==> config.mk <==
export PLATFORM = sky130hd
export DESIGN_NAME = fakeram_port_ctrl
export DESIGN_NICKNAME = d
export VERILOG_FILES = /design/src/rtl/fakeram_port_ctrl.sv
export SDC_FILE = /design/constraint.sdc
export NUM_CORES = 1
export LEC_CHECK = 0
export BUFFER_PORTS_ARGS = -buffer_cell sky130_fd_sc_hd__buf_2
export CAP_MARGIN = 10
export CORE_AREA = 2 2 233 235
export CTS_CLUSTER_DIAMETER = 60
export DETAILED_ROUTE_END_ITERATION = 10
export DIE_AREA = 0 0 235 237
export GPL_TIMING_DRIVEN = 0
export HOLD_SLACK_MARGIN = 0.05
export MAX_ROUTING_LAYER = met4
export PLACE_DENSITY = 0.53
export SLEW_MARGIN = 10
export SYNTH_ARGS = -nofsm -noshare
export SYNTH_HDL_FRONTEND = slang
export SYNTH_SLANG_ARGS = --single-unit
==> constraint.sdc <==
create_clock -name clk -period 2.7 [get_ports clk]
set_clock_uncertainty 0.2 [all_clocks]
set_input_delay 0.81 -clock clk [delete_from_list [all_inputs] [get_ports clk]]
set_output_delay 0.81 -clock clk [all_outputs]
set_load 0.05 [all_outputs]
==> src/rtl/fakeram_port_ctrl.sv <==
// Initiator-side controller for the single-port fakeram macro: request stream to macro pins,
// one-cycle read capture into a 2-entry in-order response buffer, and a zero-fill sweep after reset.
module fakeram_port_ctrl #(
  parameter int unsigned BITS       = 95,
  parameter int unsigned WORD_DEPTH = 256,
  parameter int unsigned ADDR_WIDTH = 8,
  parameter bit          INIT_ZERO  = 1'b1
) (
  input  logic                  clk,
  input  logic                  reset_n,
  input  logic                  req_v_in,
  output logic                  req_ready_out,
  input  logic                  req_we_in,
  input  logic [ADDR_WIDTH-1:0] req_addr_in,
  input  logic [BITS-1:0]       req_data_in,
  input  logic [BITS-1:0]       req_mask_in,
  output logic                  rsp_v_out,
  output logic [BITS-1:0]       rsp_data_out,
  input  logic                  rsp_yumi_in,
  output logic                  init_done_out,
  output logic                  ram_ce_out,
  output logic                  ram_we_out,
  output logic [ADDR_WIDTH-1:0] ram_addr_out,
  output logic [BITS-1:0]       ram_wd_out,
  output logic [BITS-1:0]       ram_w_mask_out,
  input  logic [BITS-1:0]       ram_rd_in
);

  localparam int unsigned RSP_DEPTH = 2;
  localparam int unsigned CNT_W     = 2;
  localparam logic [ADDR_WIDTH-1:0] LAST_ADDR = ADDR_WIDTH'(WORD_DEPTH - 1);

  if (WORD_DEPTH > (2 ** ADDR_WIDTH)) begin : g_depth_check
    $error("fakeram_port_ctrl: WORD_DEPTH does not fit in ADDR_WIDTH");
  end

  typedef enum logic {
    ST_INIT = 1'b0,
    ST_RUN  = 1'b1
  } state_t;

  localparam state_t RST_STATE = INIT_ZERO ? ST_INIT : ST_RUN;

  state_t                  state;
  state_t                  state_nxt;
  logic [ADDR_WIDTH-1:0]   sweep_cnt;
  logic                    init_done_q;
  logic                    rd_pending;
  logic                    rd_accept;
  logic [CNT_W-1:0]        occ;

  logic [BITS-1:0]         rsp_buf [RSP_DEPTH];
  logic                    wr_ptr;
  logic                    rd_ptr;
  logic [CNT_W-1:0]        rsp_cnt;
  logic                    rsp_enq;
  logic                    rsp_deq;

  // State register
  always_ff @(posedge clk or negedge reset_n) begin
    if (!reset_n) begin
      state <= RST_STATE;
    end else begin
      state <= state_nxt;
    end
  end

  // Next state: leave the sweep after the last word has been written
  always_comb begin
    state_nxt = state;
    unique case (state)
      ST_INIT: if (sweep_cnt == LAST_ADDR) state_nxt = ST_RUN;
      ST_RUN:  state_nxt = ST_RUN;
      default: state_nxt = RST_STATE;
    endcase
  end

  // Outputs; everything is held at zero while reset is asserted
  always_comb begin
    req_ready_out  = 1'b0;
    ram_ce_out     = 1'b0;
    ram_we_out     = 1'b0;
    ram_addr_out   = '0;
    ram_wd_out     = '0;
    ram_w_mask_out = '0;
    if (reset_n) begin
      unique case (state)
        ST_INIT: begin
          ram_ce_out     = 1'b1;
          ram_we_out     = 1'b1;
          ram_addr_out   = sweep_cnt;
          ram_wd_out     = '0;
          ram_w_mask_out = '1;
        end
        ST_RUN: begin
          // Credit ignores yumi so there is no combinational yumi->ready path
          req_ready_out = req_we_in | (occ < CNT_W'(RSP_DEPTH));
          if (req_v_in && req_ready_out) begin
            ram_ce_out     = 1'b1;
            ram_we_out     = req_we_in;
            ram_addr_out   = req_addr_in;
            ram_wd_out     = req_data_in;
            ram_w_mask_out = req_mask_in;
          end
        end
        default: ;
      endcase
    end
  end

  // Sweep address counter
  always_ff @(posedge clk or negedge reset_n) begin
    if (!reset_n) begin
      sweep_cnt <= '0;
    end else if (state == ST_INIT) begin
      sweep_cnt <= sweep_cnt + ADDR_WIDTH'(1);
    end
  end

  always_ff @(posedge clk or negedge reset_n) begin
    if (!reset_n) begin
      init_done_q <= 1'(!INIT_ZERO);
    end else begin
      init_done_q <= (state_nxt == ST_RUN);
    end
  end

  assign init_done_out = init_done_q;

  assign rd_accept = ram_ce_out & ~ram_we_out;
  assign occ       = rsp_cnt + CNT_W'(rd_pending);

  always_ff @(posedge clk or negedge reset_n) begin
    if (!reset_n) begin
      rd_pending <= 1'b0;
    end else begin
      rd_pending <= rd_accept;
    end
  end

  // Response buffer: macro data lands the cycle after the read, captured at the tail
  assign rsp_enq = rd_pending;
  assign rsp_deq = rsp_yumi_in & (rsp_cnt != '0);

  always_ff @(posedge clk or negedge reset_n) begin
    if (!reset_n) begin
      for (int i = 0; i < int'(RSP_DEPTH); i++) begin
        rsp_buf[i] <= '0;
      end
      wr_ptr  <= 1'b0;
      rd_ptr  <= 1'b0;
      rsp_cnt <= '0;
    end else begin
      if (rsp_enq) begin
        rsp_buf[wr_ptr] <= ram_rd_in;
        wr_ptr          <= ~wr_ptr;
      end
      if (rsp_deq) begin
        rd_ptr <= ~rd_ptr;
      end
      unique case ({rsp_enq, rsp_deq})
        2'b10:   rsp_cnt <= rsp_cnt + CNT_W'(1);
        2'b01:   rsp_cnt <= rsp_cnt - CNT_W'(1);
        default: rsp_cnt <= rsp_cnt;
      endcase
    end
  end

  assign rsp_v_out    = (rsp_cnt != '0);
  assign rsp_data_out = rsp_buf[rd_ptr];

  a_no_yumi_when_empty: assert property (
    @(posedge clk) disable iff (!reset_n) rsp_yumi_in |-> (rsp_cnt != '0)
  );

endmodule

* Word level (Yosys, flattened, before mapping)
Cells that the tools add are included.
Storage, ports and cells: bits in registers 204, input bits 298, output and inout bits 298
Cells by class: $add $sub $neg 4, $lt $le $gt $ge 4, equal/unequal tests 3, muxes and demuxes 26, bitwise logic cells 9, reductions and logical operators 4
Operators with widths (count):
- 95-bit two-way mux | 8
- 95-bit case mux with 2 select lines | 2
- 190-bit bitwise mux | 1
- 95-bit demux with 1-bit select | 1
- 8-bit two-way mux | 2
- 8-bit case mux with 2 select lines | 1
- 8-bit by 1-bit adder with 8-bit output, second input constant | 1
- 8-bit == test, second input constant | 1
- 1-bit two-way mux | 7
- 1-bit case mux with 2 select lines | 3
- 2-bit >= comparator, second input constant | 2
- 1-bit inverter | 4
- 1-bit inverter with 2-bit output | 2
- 2-bit case mux with 2 select lines | 1
- 2-bit nonzero test | 2
- 2-bit by 1-bit adder with 2-bit output | 1
- 2-bit by 1-bit adder with 2-bit output, second input constant | 1
- 1-bit AND | 2
- 2-bit by 1-bit == test with 1-bit output, second input constant | 1
- 2-bit == test, second input constant | 1
- 1-bit logical AND | 2
- 2-bit by 1-bit < comparator with 1-bit output, second input constant | 1
- 2-bit < comparator, second input constant | 1
- 2-bit by 1-bit subtractor with 2-bit output, second input constant | 1
- 1-bit OR | 1

* Longest topological paths before layout
Gate-level depths: netlist of run 1.
depth in word-level cells 9, mapped depth 6, gate-level depth less buffers 6

* Least setup slack after synthesis of run 1
OpenSTA, ideal clock, no wires.
path type input to output, from input req_we_in, to output ram_wd_out[34], arrival time 2195 ps, required time 1690 ps, setup slack -505 ps, cell stages on the path 5, cells stage by stage and4bb_1 > a2111oi_4 > buf_6 > buf_4 > and2_1
On the way: longest elaborated chain between the ends 5
Ends and longest elaborated chain:
- start, declared | RTL line 13 | input logic req_we_in,
- 1-bit OR | RTL line 97 | req_ready_out = req_we_in | (occ < CNT_W'(RSP_DEPTH));
- 1-bit logical AND | RTL line 98 | if (req_v_in && req_ready_out) begin
- 95-bit two-way mux | RTL line 98
- 95-bit case mux with 2 select lines | RTL line 87 | unique case (state)
- 95-bit two-way mux | RTL line 86 | if (reset_n) begin
- end, declared | RTL line 24 | output logic [BITS-1:0] ram_wd_out,
Every way passes these cells.

* Worst setup path after layout of run 1
from register rsp_cnt[0], to output ram_wd_out[47]
On the way: longest elaborated chain between the ends 7
Ends and longest elaborated chain:
- start, declared | RTL line 55 | logic [CNT_W-1:0] rsp_cnt;
- start signal, assigned | RTL line 162 | 2'b10: rsp_cnt <= rsp_cnt + CNT_W'(1);
- start signal, assigned | RTL line 163 | 2'b01: rsp_cnt <= rsp_cnt - CNT_W'(1);
- start signal, assigned | RTL line 164 | default: rsp_cnt <= rsp_cnt;
- 2-bit by 1-bit adder with 2-bit output | RTL line 131 | assign occ = rsp_cnt + CNT_W'(rd_pending);
- 2-bit < comparator | RTL line 97
- 1-bit OR | RTL line 97
- 1-bit logical AND | RTL line 98
- 95-bit two-way mux | RTL line 98
- 95-bit case mux with 2 select lines | RTL line 87
- 95-bit two-way mux | RTL line 86
Every way passes these cells.

==> results of run 1 <==
-- cells in the mapped netlist (2+ instances only) --
master      n
mux2_2    286
dfrtp_1   204
and2_1     96
a21o_1     94
buf_2      25
clkbuf_1   25
xnor2_1     9
a22o_1      8
buf_4       7
buf_1       6
nand2_1     6
nor2_1      3
xor2_1      3
a21oi_1     2
a41o_1      2
ha_1        2
inv_1       2
nor2b_1     2
or2_2       2
-- sequential cells by signal, indices dropped and copies added (netlist names) --
signal	cells
init_done_out	1
wr_ptr	1
rsp_buf	190
rsp_cnt	2
rd_pending	1
rd_ptr	1
sweep_cnt	8
-- area by class of cell --
class,instances,area share
repair buffers,654,0.3243
multi-input cells,526,0.2986
clock buffers,33,0.03445
flip-flops and latches,204,0.2530
well taps,696,0.04313
clock inverters,11,0.004957
plain buffers,61,0.03991
inverters,2,0.0005577
diodes,9,0.001115
-- through the flow --
step / power [mW] / utilization / setup TNS [ps]
2_1_floorplan: 6.555 / - / -34930
3_3_place_gp: 7.755 / 0.2876 / -1637440
3_5_place_dp: 7.774 / 0.2883 / -368520
4_1_cts: 11.43 / 0.3383 / -162990
5_1_grt: 13.32 / 0.3789 / -130990
6_report: 12.81 / 0.3790 / -109670
-- power by group --
| group | total (mW) | internal (mW) | switching [mW] |
|---|---|---|---|
| combinational | 6.36 | 2.92 | 3.44 |
| clock | 3.24 | 1.91 | 1.32 |
| sequential | 3.22 | 3.16 | 0.0570 |
-- cell families after synthesis --
family	count (synthesis)	share of synthesized area
xor gates and xnor gates	12	0.01016
adders and majority gates	2	0.002419
AOI/OAI and AO/OA	108	0.08177
and+or+nand+nor	118	0.07052
buffers and inverters	66	0.03024
muxes	286	0.3114
DFF	204	0.4935
-- worst min path at each step --
stage	end	slack, ps	depth (start not counted)
2_1_floorplan	rsp_cnt[1]	260	1
3_3_place_gp	wr_ptr	280	1
3_5_place_dp	wr_ptr	280	1
4_1_cts	rsp_buf[113]	170	2
5_1_grt	rsp_buf[110]	290	3
6_report	rsp_buf[110]	260	3
-- routing by layer --
layer  up-vias  share of wire
met5         -              0
met3        64          0.082
met1      4699           0.41
li1       4176              -
met4         0          0.022
met2       406           0.48
-- critical path, delay by kind of cell (launching register included) --
kind | cells | cell delay, ps
AOI/OAI and AO/OA | 1 | 350
and+or+nand+nor | 2 | 240
buffers and inverters | 5 | 730
DFF | 1 | 370
-- what timing repair did --
| action | 4_1_cts | 5_1_grt |
|---|---|---|
| hold endpoints to repair | 56 | 0 |
| hold buffers | 2 | 0 |
| resized for setup | 479 | 579 |
| pin swaps | 5 | 5 |
| endpoints found under the setup margin | 347 | 394 |
| gates cloned | 7 | 12 |
| buffers inserted | 13 | 26 |
==> flow_summary.ini, run 1 <==
[status]
status = finished with violations
violations = negative setup slack

[yosys]
syn_nets = 1096
synth-async-reset-ratio = 1.000
synthFlopType = dfrtp_1
ys_seq_area_frac = 0.4935
synth_edf_count = 0
synth_area_leaders = dfrtp_1, mux2_2, a21o_1
synth.distinct_cells = 31
netlist_instances = 796
avgSynthCellArea_um2 = 12.99
synth_warnings = 0
synth.largest_area_cell = dfrtp_1
synth_area_mm2 = 0.01034
yosys.area.top_type_share = 0.4935
ys_seq_elements = 204

[flow_run]
cap_violations = 0

[cts]
clk-insertion-delay-late_ps = 530
clockBufferDepth = 3
cts_num_sinks = 204
cts_tree = built
clk_pin_slew_worst_paths_ps = 60
cts_inserted_buffers = 25
root_buffer = clkbuf_16
cts_max_level = 1

[floorplanning]
dieHeight_um = 237
core_mm2 = 0.05328
dieWidth_um = 235
rows = 85
die-area_mm2 = 0.05570
io_pins = 596
initial_core_util = 0.1941

[global_route]
use_met2 = 0.2465
antenna_found_initial = 21
grt-ovfl-total = 0
top_usage_layer = met2
use_met1 = 0.2041
grt_pass1_wl_um = 65070
grt_max_degree = 109
groute.usage.overall = 0.1604
grt_pass1_vias = 9820
met3_usage = 0.04360

[place]
placed_area_mm2 = 0.01536
io_buffers = 595
dp_slack_ps = -1731
place_congestion = 0.8798
dp_hpwl_um = 35400
placed_cells = 2088

[worst_setup_path]
crit_fanout = 7
reg2reg_slack_ps = 170
worstPathArrival_ps = 2250
max_stage_delay_ps = 370
startpoint_type = register
crit_chain = buf_6 -> nand2_8 -> a2111oi_4 -> buf_6 -> buf_12 -> buf_8 -> and2_4 -> buf_8
reg2reg_from = rd_pending
crit_slowest_cell = dfrtp_2
critPathCaptureType = primary output
required_ps = 1690
rr_endpoint = rsp_buf[90]
crit_type = register to primary output
startpoint = rsp_cnt[0]
endpoint = ram_wd_out[47]
r2r_cells = 7

[layout]
fin_cells = 2196
multi_input_area_mm2 = 0.006030
layout-drive-gt1-share = 0.8364
stdcell_area_mm2 = 0.02019
seq_area_mm2 = 0.005109
n_fill_cell = 4979
nNetsFinal = 1774
syn_to_final_growth_pct = 95.21
layout_commonest_cell = buf_2
final_cell_mix = buf_2, mux2_2, dfrtp_1

[routing]
ant_nets = 0
drtPass1Iterations = 4
drtIter0Drc = 398
wirelength_um = 47220
drt_drc_violations_left = 0
viasPerCell = 4.255
num_vias = 9345
wl_per_cell_um = 21.50

[pwr]
leakage_nw = 9.738
powerDensity_mw_per_mm2 = 634.7
peakVddDrop_mv = 0.3467

[timing]
fmax_mhz = 307.2
fin_hold_ws_ps = 259.5
worstMarginPinSlew_ps = 1053
min_period_over_period = 1.206
period_needed_ps = 3255
relSlewSlack = 0.2956
finalHoldViolCount = 0
setup_viol = 281
rsz0062_at_grt = true
report.final.slew_viol_count = 0
setup_ws_ps = -555.5

[worst_hold_path]
min_path_type = input port to async pin
Power figures use the tool's default switching activity.
==> inputs of run 2 (changes only) <==
- CORE_AREA: 2 2 233 235 -> 2 2 232 234
- DIE_AREA: 0 0 235 237 -> 0 0 234 236
- PLACE_DENSITY: 0.53 -> 0.52
- clock period: 2.7 -> 4 ns (I/O delays scaled with it)
==> run 2 against run 1 <==
Flip-flop and latch count unchanged. Cell count decreased by 0.82%. The flow still finishes with violations (negative setup slack). Utilization decreased by 4.1 points. Sequential power decreased by 33%. Combinational power decreased by 50%. Largest cell class unchanged. Largest power group unchanged. Highest routed layer unchanged. Wire length increased by 30%. Via count increased by 0.26%. Critical path depth increased by 1. Register-to-register slack improved by 1200 ps. Global-route usage increased by 6.2 points. Hold slack improved by 35 ps.
==> flow_summary.ini, run 2 (same netlist as run 1, synthesis figures left out) <==
[status]
status = finished with violations
violations = negative setup slack

[layout]
nNetsFinal = 1753
stdcell_area_mm2 = 0.01792
regMostFlops = rsp_buf
layout-drive-gt1-share = 0.7514
syn_to_final_growth_pct = 73.29
reg.largest.list = rsp_buf: 190 flops, sweep_cnt: 8 flops, rsp_cnt: 2 flops
final_cell_mix = buf_2, mux2_2, dfrtp_1
fin_cells = 2178
largest_reg_flops = 190
layout_commonest_cell = buf_2
post-route-util = 0.3378

[timing]
relSlewSlack = 0.4779
report.final.slew_viol_count = 0
min_period_over_period = 1.025
period_needed_ps = 4100
worstMarginPinSlew_ps = 780.2
fmax_mhz = 243.9
finalHoldViolCount = 0
setup_tns_ps = -4428
setup_ws_ps = -100.3
rsz0062_at_grt = true
fin_hold_ws_ps = 294.1
setup_viol = 117

[global_route]
grt_max_degree = 87
grt_pass1_vias = 10165
antenna_found_initial = 16
groute.usage.overall = 0.2221
grt_pass1_wl_um = 82080
grt-ovfl-total = 0

[pwr]
internal-power_mw = 4.634
total_power_mw = 7.718
seqPwrFrac = 0.281
p_clk_frac = 0.309
swShare = 0.3996
p_switching_mw = 3.084
leakage_nw = 9.205
powerDensity_mw_per_mm2 = 430.6
peakVddDrop_mv = 0.2390
combPwrFrac = 0.410

[routing]
num_vias = 9369
drtIter0Drc = 409
wirelength_um = 61350
wl_per_cell_um = 28.17
drt_drc_violations_left = 0
viasPerCell = 4.302
drtPass1Iterations = 4
ant_nets = 0

[place]
dp_slack_ps = -1649
dp_hpwl_um = 50790
io_buffers = 595
placed_cells = 2089
placed_area_mm2 = 0.01426
place_congestion = 1.083

[cts]
cts_tree = built
root_buffer = clkbuf_16
clk_pin_slew_worst_paths_ps = 60
cts_inserted_buffers = 25
cts_num_sinks = 204
clockBufferDepth = 3
clk-insertion-delay-late_ps = 530
cts_max_level = 1

[worst_setup_path]
r2r_cells = 5
required_ps = 2600
crit_type = input port to primary output
critPathCaptureType = primary output
worstPathArrival_ps = 2700
startpoint_type = input port
crit_fanout = 6
startpoint = req_we_in
reg2reg_from = rd_pending

[floorplanning]
dieWidth_um = 234
core_mm2 = 0.05307
rows = 85
initial_core_util = 0.1949
dieHeight_um = 236
die-area_mm2 = 0.05522
io_pins = 596

[worst_hold_path]
min-delay-start = wr_ptr
holdPathStages = 1
min_path_type = register to register

[flow_run]
cap_violations = 0
## run 2: final cells by class
class,instances,area (µm²)
Tap cell,696,870.8
Multi-Input combinational cell,526,5245
Inverter,2,11.26
Clock buffer,32,681.9
Timing Repair Buffer,632,5223
Fill cell,5380,35150
Clock inverter,14,197.7
Sequential cell,204,5105
Antenna cell,10,25.02
Buffer,62,565.5
## run 2: worst max-delay path, cell delays in order
cell and delay (ps):
buf_8 80, and4bb_4 200, buf_4 140, a211oi_4 230, buf_6 190, buf_12 150, buf_6 120, a21o_1 190
buf_6 190
## run 2: worst paths after layout
kind	endpoint	slack (ps)
hold reg to reg	wr_ptr	290
max in group asynchronous	rsp_buf[176]	2390
min in group asynchronous	rsp_buf[96]	390
setup reg to reg	rsp_buf[184]	1410
hold / removal	wr_ptr	290
setup / recovery	ram_w_mask_out[71]	-100
## run 2: routing by layer
metal	routed length, µm	vias up	global-route usage
met5	0	-	-
met4	3939	0	0.1183
met3	5527	110	0.07411
met2	31420	423	0.3867
met1	20460	4690	0.2164
li1	-	4146	-
## run 2: timing repair
item	in CTS	in global routing
hold buffers	0	0
gates resized for setup	527	176
setup buffers	18	1
pin swaps	30	54
gates cloned	10	9
setup endpoints to repair	240	223
## run 2: power groups by stage
| stage | clock [mW] | combinational, mW | sequential, mW |
|---|---|---|---|
| after floorplan | 0 | 2.10 | 2.19 |
| after global placement | 0 | 2.93 | 2.20 |
| after detailed placement | 0 | 2.95 | 2.20 |
| after CTS | 2.47 | 3.12 | 2.17 |
| after global routing | 2.55 | 3.29 | 2.17 |
| final | 2.39 | 3.17 | 2.17 |
